$ cat src/rtl/alu_issue_writeback_if.sv
// Instruction handshake between decode and the alu issue/write-back stage.
//   instr_valid/instr_ready : valid/ready handshake, transfer on the posedge where both are high
//   instr_opcode            : operation
//   instr_rd/rs1/rs2        : destination and source register indices
//   instr_imm               : immediate (ADDI/ANDI only)
// master = decode side, slave = issue stage.
interface alu_issue_writeback_if #(
  parameter int OPCODE_SIZE = 5,
  parameter int REG_ADDR    = 3,
  parameter int IMM_SIZE    = 8
);
  logic                   instr_valid;
  logic                   instr_ready;
  logic [OPCODE_SIZE-1:0] instr_opcode;
  logic [REG_ADDR-1:0]    instr_rd;
  logic [REG_ADDR-1:0]    instr_rs1;
  logic [REG_ADDR-1:0]    instr_rs2;
  logic [IMM_SIZE-1:0]    instr_imm;

  modport master (
    output instr_valid, instr_opcode, instr_rd, instr_rs1, instr_rs2, instr_imm,
    input  instr_ready
  );

  modport slave (
    input  instr_valid, instr_opcode, instr_rd, instr_rs1, instr_rs2, instr_imm,
    output instr_ready
  );
endinterface

$ cat src/rtl/alu_issue_writeback.sv
// Non-pipelined issue / write-back stage wrapped around a registered alu.
// One instruction every 3 cycles: IDLE (accept) -> ISSUE (alu_enable) -> WB (retire).
// Ports:
//   clock, reset          : single clock, asynchronous active-high reset
//   instr                 : decode handshake (slave modport)
//   alu_opcode/input1/2   : registered operands to the alu, frozen at acceptance
//   alu_enable            : high for exactly the ISSUE cycle
//   alu_out               : registered alu result, valid during WB
//   wb_valid/addr/data    : one-cycle retire pulse with destination and result
//   retired_count         : retired instructions, wraps silently
//   dbg_addr/dbg_data     : combinational register-file peek, r0 reads 0
module alu_issue_writeback #(
  parameter int WORD_SIZE   = 16,
  parameter int OPCODE_SIZE = 5,
  parameter int IMM_SIZE    = 8,
  parameter int NUM_REGS    = 8,
  parameter int REG_ADDR    = 3,
  parameter logic [OPCODE_SIZE-1:0] OP_ADDI = 'd10,
  parameter logic [OPCODE_SIZE-1:0] OP_ANDI = 'd11
) (
  input  logic                   clock,
  input  logic                   reset,
  alu_issue_writeback_if.slave   instr,
  output logic [OPCODE_SIZE-1:0] alu_opcode,
  output logic [WORD_SIZE-1:0]   alu_input1,
  output logic [WORD_SIZE-1:0]   alu_input2,
  output logic                   alu_enable,
  input  logic [WORD_SIZE-1:0]   alu_out,
  output logic                   wb_valid,
  output logic [REG_ADDR-1:0]    wb_addr,
  output logic [WORD_SIZE-1:0]   wb_data,
  output logic [15:0]            retired_count,
  input  logic [REG_ADDR-1:0]    dbg_addr,
  output logic [WORD_SIZE-1:0]   dbg_data
);

  typedef enum logic [1:0] {S_IDLE, S_ISSUE, S_WB} state_t;

  state_t                                state_q, state_d;
  logic [NUM_REGS-1:0][WORD_SIZE-1:0]    rf_q, rf_d;
  logic [OPCODE_SIZE-1:0]                alu_opcode_q, alu_opcode_d;
  logic [WORD_SIZE-1:0]                  alu_input1_q, alu_input1_d;
  logic [WORD_SIZE-1:0]                  alu_input2_q, alu_input2_d;
  logic                                  alu_enable_q, alu_enable_d;
  logic [REG_ADDR-1:0]                   rd_q, rd_d;
  logic [15:0]                           retired_count_q, retired_count_d;

  logic                 ready;
  logic                 accept;
  logic [WORD_SIZE-1:0] rs1_val, rs2_val, imm_sext, imm_zext;

  // state register
  always_ff @(posedge clock or posedge reset) begin
    if (reset) state_q <= S_IDLE;
    else       state_q <= state_d;
  end

  // next state
  always_comb begin
    state_d = state_q;
    case (state_q)
      S_IDLE:  if (accept) state_d = S_ISSUE;
      S_ISSUE: state_d = S_WB;
      S_WB:    state_d = S_IDLE;
      default: state_d = S_IDLE;
    endcase
  end

  // FSM outputs
  always_comb begin
    ready    = (state_q == S_IDLE) && !reset;
    accept   = instr.instr_valid && ready;
    wb_valid = (state_q == S_WB);
  end

  assign instr.instr_ready = ready;

  // Operand fetch; r0 is forced to zero on every read path.
  always_comb begin
    rs1_val  = (instr.instr_rs1 == '0) ? '0 : rf_q[instr.instr_rs1];
    rs2_val  = (instr.instr_rs2 == '0) ? '0 : rf_q[instr.instr_rs2];
    imm_sext = {{(WORD_SIZE-IMM_SIZE){instr.instr_imm[IMM_SIZE-1]}}, instr.instr_imm};
    imm_zext = {{(WORD_SIZE-IMM_SIZE){1'b0}}, instr.instr_imm};
  end

  // Issue registers and write-back. Because the stage is non-pipelined the
  // previous write has always landed before the next operand read.
  always_comb begin
    alu_opcode_d    = alu_opcode_q;
    alu_input1_d    = alu_input1_q;
    alu_input2_d    = alu_input2_q;
    rd_d            = rd_q;
    alu_enable_d    = accept;
    rf_d            = rf_q;
    retired_count_d = retired_count_q;
    if (accept) begin
      alu_opcode_d = instr.instr_opcode;
      alu_input1_d = rs1_val;
      rd_d         = instr.instr_rd;
      if (instr.instr_opcode == OP_ADDI)      alu_input2_d = imm_sext;
      else if (instr.instr_opcode == OP_ANDI) alu_input2_d = imm_zext;
      else                                    alu_input2_d = rs2_val;
    end
    if (wb_valid) begin
      if (rd_q != '0) rf_d[rd_q] = alu_out;
      retired_count_d = retired_count_q + 16'd1;
    end
  end

  always_ff @(posedge clock or posedge reset) begin
    if (reset) begin
      rf_q            <= '0;
      alu_opcode_q    <= '0;
      alu_input1_q    <= '0;
      alu_input2_q    <= '0;
      alu_enable_q    <= 1'b0;
      rd_q            <= '0;
      retired_count_q <= '0;
    end else begin
      rf_q            <= rf_d;
      alu_opcode_q    <= alu_opcode_d;
      alu_input1_q    <= alu_input1_d;
      alu_input2_q    <= alu_input2_d;
      alu_enable_q    <= alu_enable_d;
      rd_q            <= rd_d;
      retired_count_q <= retired_count_d;
    end
  end

  assign alu_opcode    = alu_opcode_q;
  assign alu_input1    = alu_input1_q;
  assign alu_input2    = alu_input2_q;
  assign alu_enable    = alu_enable_q;
  assign wb_addr       = rd_q;
  assign wb_data       = alu_out;
  assign retired_count = retired_count_q;
  assign dbg_data      = (dbg_addr == '0) ? '0 : rf_q[dbg_addr];

endmodule

$ cat src/flat_wrapper.sv
// flat-port wrapper written by rule: the top's interface ports become plain ports
module alu_issue_writeback_flat 
#(
  parameter int WORD_SIZE   = 16,
  parameter int OPCODE_SIZE = 5,
  parameter int IMM_SIZE    = 8,
  parameter int NUM_REGS    = 8,
  parameter int REG_ADDR    = 3,
  parameter logic [OPCODE_SIZE-1:0] OP_ADDI = 'd10,
  parameter logic [OPCODE_SIZE-1:0] OP_ANDI = 'd11
)
  (clock, reset, alu_opcode, alu_input1, alu_input2, alu_enable, alu_out, wb_valid, wb_addr, wb_data, retired_count, dbg_addr, dbg_data, instr_instr_valid, instr_instr_opcode, instr_instr_rd, instr_instr_rs1, instr_instr_rs2, instr_instr_imm, instr_instr_ready);
  alu_issue_writeback_if #(.OPCODE_SIZE(OPCODE_SIZE), .REG_ADDR(REG_ADDR), .IMM_SIZE(IMM_SIZE)) instr_i ();
  input  logic clock;
  input  logic reset;
  output logic [OPCODE_SIZE-1:0] alu_opcode;
  output logic [WORD_SIZE-1:0] alu_input1;
  output logic [WORD_SIZE-1:0] alu_input2;
  output logic alu_enable;
  input  logic [WORD_SIZE-1:0] alu_out;
  output logic wb_valid;
  output logic [REG_ADDR-1:0] wb_addr;
  output logic [WORD_SIZE-1:0] wb_data;
  output logic [15:0] retired_count;
  input  logic [REG_ADDR-1:0] dbg_addr;
  output logic [WORD_SIZE-1:0] dbg_data;
  input wire logic [$bits(instr_i.instr_valid)-1:0] instr_instr_valid;
  input wire logic [$bits(instr_i.instr_opcode)-1:0] instr_instr_opcode;
  input wire logic [$bits(instr_i.instr_rd)-1:0] instr_instr_rd;
  input wire logic [$bits(instr_i.instr_rs1)-1:0] instr_instr_rs1;
  input wire logic [$bits(instr_i.instr_rs2)-1:0] instr_instr_rs2;
  input wire logic [$bits(instr_i.instr_imm)-1:0] instr_instr_imm;
  output wire logic [$bits(instr_i.instr_ready)-1:0] instr_instr_ready;
  assign instr_i.instr_valid = instr_instr_valid;
  assign instr_i.instr_opcode = instr_instr_opcode;
  assign instr_i.instr_rd = instr_instr_rd;
  assign instr_i.instr_rs1 = instr_instr_rs1;
  assign instr_i.instr_rs2 = instr_instr_rs2;
  assign instr_i.instr_imm = instr_instr_imm;
  assign instr_instr_ready = instr_i.instr_ready;
  alu_issue_writeback #(.WORD_SIZE(WORD_SIZE), .OPCODE_SIZE(OPCODE_SIZE), .IMM_SIZE(IMM_SIZE), .NUM_REGS(NUM_REGS), .REG_ADDR(REG_ADDR), .OP_ADDI(OP_ADDI), .OP_ANDI(OP_ANDI)) u_core (.clock(clock), .reset(reset), .instr(instr_i), .alu_opcode(alu_opcode), .alu_input1(alu_input1), .alu_input2(alu_input2), .alu_enable(alu_enable), .alu_out(alu_out), .wb_valid(wb_valid), .wb_addr(wb_addr), .wb_data(wb_data), .retired_count(retired_count), .dbg_addr(dbg_addr), .dbg_data(dbg_data));
endmodule
$ cat config.mk
export PLATFORM = sky130hd
export DESIGN_NAME = alu_issue_writeback_flat
export DESIGN_NICKNAME = d
export VERILOG_FILES = /design/src/rtl/alu_issue_writeback_if.sv /design/src/rtl/alu_issue_writeback.sv /design/src/flat_wrapper.sv
export SDC_FILE = /design/constraint.sdc
export NUM_CORES = 1
export LEC_CHECK = 0
export CORE_MARGIN = 2
export CORE_UTILIZATION = 48
export CTS_BUF_LIST = sky130_fd_sc_hd__clkbuf_16
export DETAILED_ROUTE_END_ITERATION = 12
export PLACE_DENSITY = 0.75
export SLEW_MARGIN = 20
export SYNTH_ARGS = -nofsm -noshare
export SYNTH_HDL_FRONTEND = slang
export SYNTH_SLANG_ARGS = --single-unit
$ cat constraint.sdc
create_clock -name clock -period 7 [get_ports clock]
set_clock_uncertainty 0.05 [all_clocks]
set_input_delay 1.05 -clock clock [delete_from_list [all_inputs] [get_ports clock]]
set_output_delay 1.05 -clock clock [all_outputs]
set_load 0.03 [all_outputs]
==> impl_metrics.env <==
export IMPL_ys_seq_area_share_pct=46.4
export IMPL_worstPathArrival_ps=3650
export IMPL_peakVddDrop_mv=0.159
export IMPL_relSlewSlack_pct=22.0
export IMPL_crit_path_max_fanout=33
export IMPL_fin_cells=1119
export IMPL_path_cells="clkdlybuf4s50_1, buf_4, nor2b_1, buf_4, a221oi_1, a21oi_1, clkdlybuf4s50_1"
export IMPL_antenna_found_initial=0
export IMPL_tns_ps=0
export IMPL_use_met3_pct=4.76
export IMPL_die_area_sq_um=21100
export IMPL_p_leak_nw=4.95
export IMPL_synthTopCellsByArea="dfrtp_1 (46%), mux4_2 (11%), mux2_1 (8.9%)"
export IMPL_status="complete, no violations"
export IMPL_setup_violations=0
export IMPL_yosysTopAreaCell="dfrtp_1"
export IMPL_worst_slew_pin_slew_ps=1170
export IMPL_grt_use_met1_pct=34.3
export IMPL_yosysUniqueCellTypes=43
export IMPL_end_kind="primary output"
export IMPL_hold_class="reg2reg"
export IMPL_grtUsageTotal_pct=24.1
export IMPL_required_ps=5900
export IMPL_layout_common_cells="dfrtp_1 (178), clkdlybuf4s50_1 (131), mux2_1 (76)"
export IMPL_placed_cells=1087
export IMPL_wl_per_cell_um=22.4
export IMPL_grt_busiest_layer="met2"
export IMPL_row_count=51
export IMPL_drt_iter0_markers=607
export IMPL_startpoint_type="input pin"
export IMPL_synth_top_area_share_pct=46.4
export IMPL_ant_nets=0
export IMPL_start_util_pct=49.1
export IMPL_crit_type="in2out"
export IMPL_die_w_um=145
export IMPL_slowest_stage="clkdlybuf4s50_1"
export IMPL_pwr_density_cell_nw_per_um2=343
export IMPL_port_buffers=134
export IMPL_grt_ovfl_total=0
export IMPL_ys_seq_elements=178
export IMPL_final_common_cell="dfrtp_1"
export IMPL_drive_gt1_share_pct=21.2
export IMPL_drv_cap=0
export IMPL_cts_htree_levels=4
export IMPL_dieHeight_um=145
export IMPL_diodes=0
export IMPL_grt_pass1_vias=6849
export IMPL_core_area_sq_um=19500
export IMPL_cp_top_family="buffers and inverters"
export IMPL_synth_edf_count=0
export IMPL_grt_use_met2_pct=37.6
export IMPL_period_share_pct=67.8
export IMPL_fin_ws_ps=2250
export IMPL_cts_made_buffers=17
export IMPL_avgViaCountPerCell=6.06
export IMPL_fillers=1595
export IMPL_postLayoutCellArea_sq_um=11500
export IMPL_post_cts_buffers=0
export IMPL_dpl_hpwl_mm=15.7
export IMPL_grt_pass1_wl_mm=39.9
export IMPL_dp_slack_ps=2250
export IMPL_clock_sinks=178
export IMPL_syn_avg_cell_area_sq_um=12.7
export IMPL_root_buffer="clkbuf_16"
export IMPL_ys_flop_type="dfrtp_1"
export IMPL_finalNetCount=886
export IMPL_max_stage_delay_ps=700
export IMPL_syn_num_nets=802
export IMPL_final_hold_viol_count=0
export IMPL_netlist_area_sq_um=9600
export IMPL_clk_pin_slew_ps=60
export IMPL_max_freq_ghz=0.211
export IMPL_drc=0
export IMPL_async_reset_ff_share_pct=100
export IMPL_dr_pass1_iters=5
export IMPL_synthCells=757
export IMPL_yosysWarnings=0
export IMPL_slew_viol_final=0
export IMPL_vias=6783
export IMPL_clk_latency_ps=430
export IMPL_routed_wl_mm=25.0
export IMPL_cts_hold_fix_buffers=0
export IMPL_synthToLayoutAreaGrowth_pct=20.3
export IMPL_cts_tree="yes"
export IMPL_gp_congestion=0.846
export IMPL_cts_resized=0
export IMPL_clock_path_buffers=2
export IMPL_place_area_sq_um=11000
export IMPL_ios=135
export IMPL_worst_path_buf_inv=4
export IMPL_grt_max_degree=113
export IMPL_post_route_min_period_ps=4750
export IMPL_rsz0062_at_grt="false"
==> final cells by class <==
class	count	area, sq um	area share [%]
multi-input cells	476	4670	40.4
flip-flops and latches	178	4450	38.6
repair buffers	149	1440	12.5
clock buffers	17	425	3.68
well taps	265	332	2.87
clock inverters	15	150	1.30
inverters	19	78.8	0.683
==> cells in the mapped netlist (13+ instances only) <==
| cell type | instances |
|---|---|
| mux2i_1 | 18 |
| mux2_1 | 76 |
| nand3_1 | 13 |
| buf_2 | 20 |
| nor2b_1 | 21 |
| o31ai_1 | 15 |
| buf_4 | 20 |
| xnor2_1 | 13 |
| a21oi_1 | 36 |
| nand2_1 | 54 |
| dfrtp_1 | 178 |
| a221oi_1 | 32 |
| inv_1 | 19 |
| o211ai_1 | 14 |
| mux4_2 | 47 |
| clkbuf_1 | 38 |
| mux2_2 | 73 |
==> cell families (layout without fill, tap and decap cells) <==
group                      after synthesis  after routing  synth area share [%]
and+or+nand+nor                        125            125                  6.75
DFF                                    178            178                  46.4
buffers and inverters                  103            200                  5.15
muxes                                  224            224                  32.0
adders and majority gates                1              1                 0.130
AOI/OAI and AO/OA                      111            111                  8.23
xor gates and xnor gates                15             15                  1.37
==> state kept, by name, indices dropped and copies added, names as in the netlist <==
| name | cells |
|---|---|
| u_core.alu_opcode | 5 |
| u_core.rf_q | 119 |
| u_core.alu_input2 | 16 |
| u_core.state_q | 2 |
| u_core.alu_enable | 1 |
| u_core.retired_count | 16 |
| u_core.wb_addr | 3 |
| u_core.alu_input1 | 16 |
==> per-stage QoR <==
step	util, %	hold slack [ps]	power [mW]
after floorplan	-	368	2.54
after global placement	56.2	312	2.98
after detailed placement	56.2	313	3.02
after CTS	59.1	328	3.97
after global routing	59.1	335	4.16
final	59.1	326	3.96
==> power by group <==
| group | leakage (nW) | switching, mW | total (mW) | internal (mW) |
|---|---|---|---|---|
| combinational | 2.40 | 0.601 | 1.33 | 0.726 |
| clock | 0.293 | 0.390 | 0.942 | 0.552 |
| sequential | 2.26 | 0.336 | 1.70 | 1.36 |
| total | 4.95 | 1.33 | 3.96 | 2.64 |
==> routing by layer <==
metal  vias to the layer above  part of all wire, %
li1                       2970                    -
met4                         0                  2.1
met3                        36                  6.2
met5                         -                    0
met1                      3509                   45
met2                       268                   47
==> final timing paths <==
path,endpoint,startpoint,slack (ps),depth (start not counted)
min in group asynchronous,u_core.wb_addr[2],reset,1120,2
max in group asynchronous,u_core.rf_q[54],reset,4410,3
max reg2reg,u_core.rf_q[67],u_core.state_q[0],4100,4
max,dbg_data[7],dbg_addr[1],2250,7
min reg2reg,u_core.rf_q[5],u_core.rf_q[5],330,0
min,u_core.rf_q[5],u_core.rf_q[5],330,0
(Power assumes the default switching activity.)
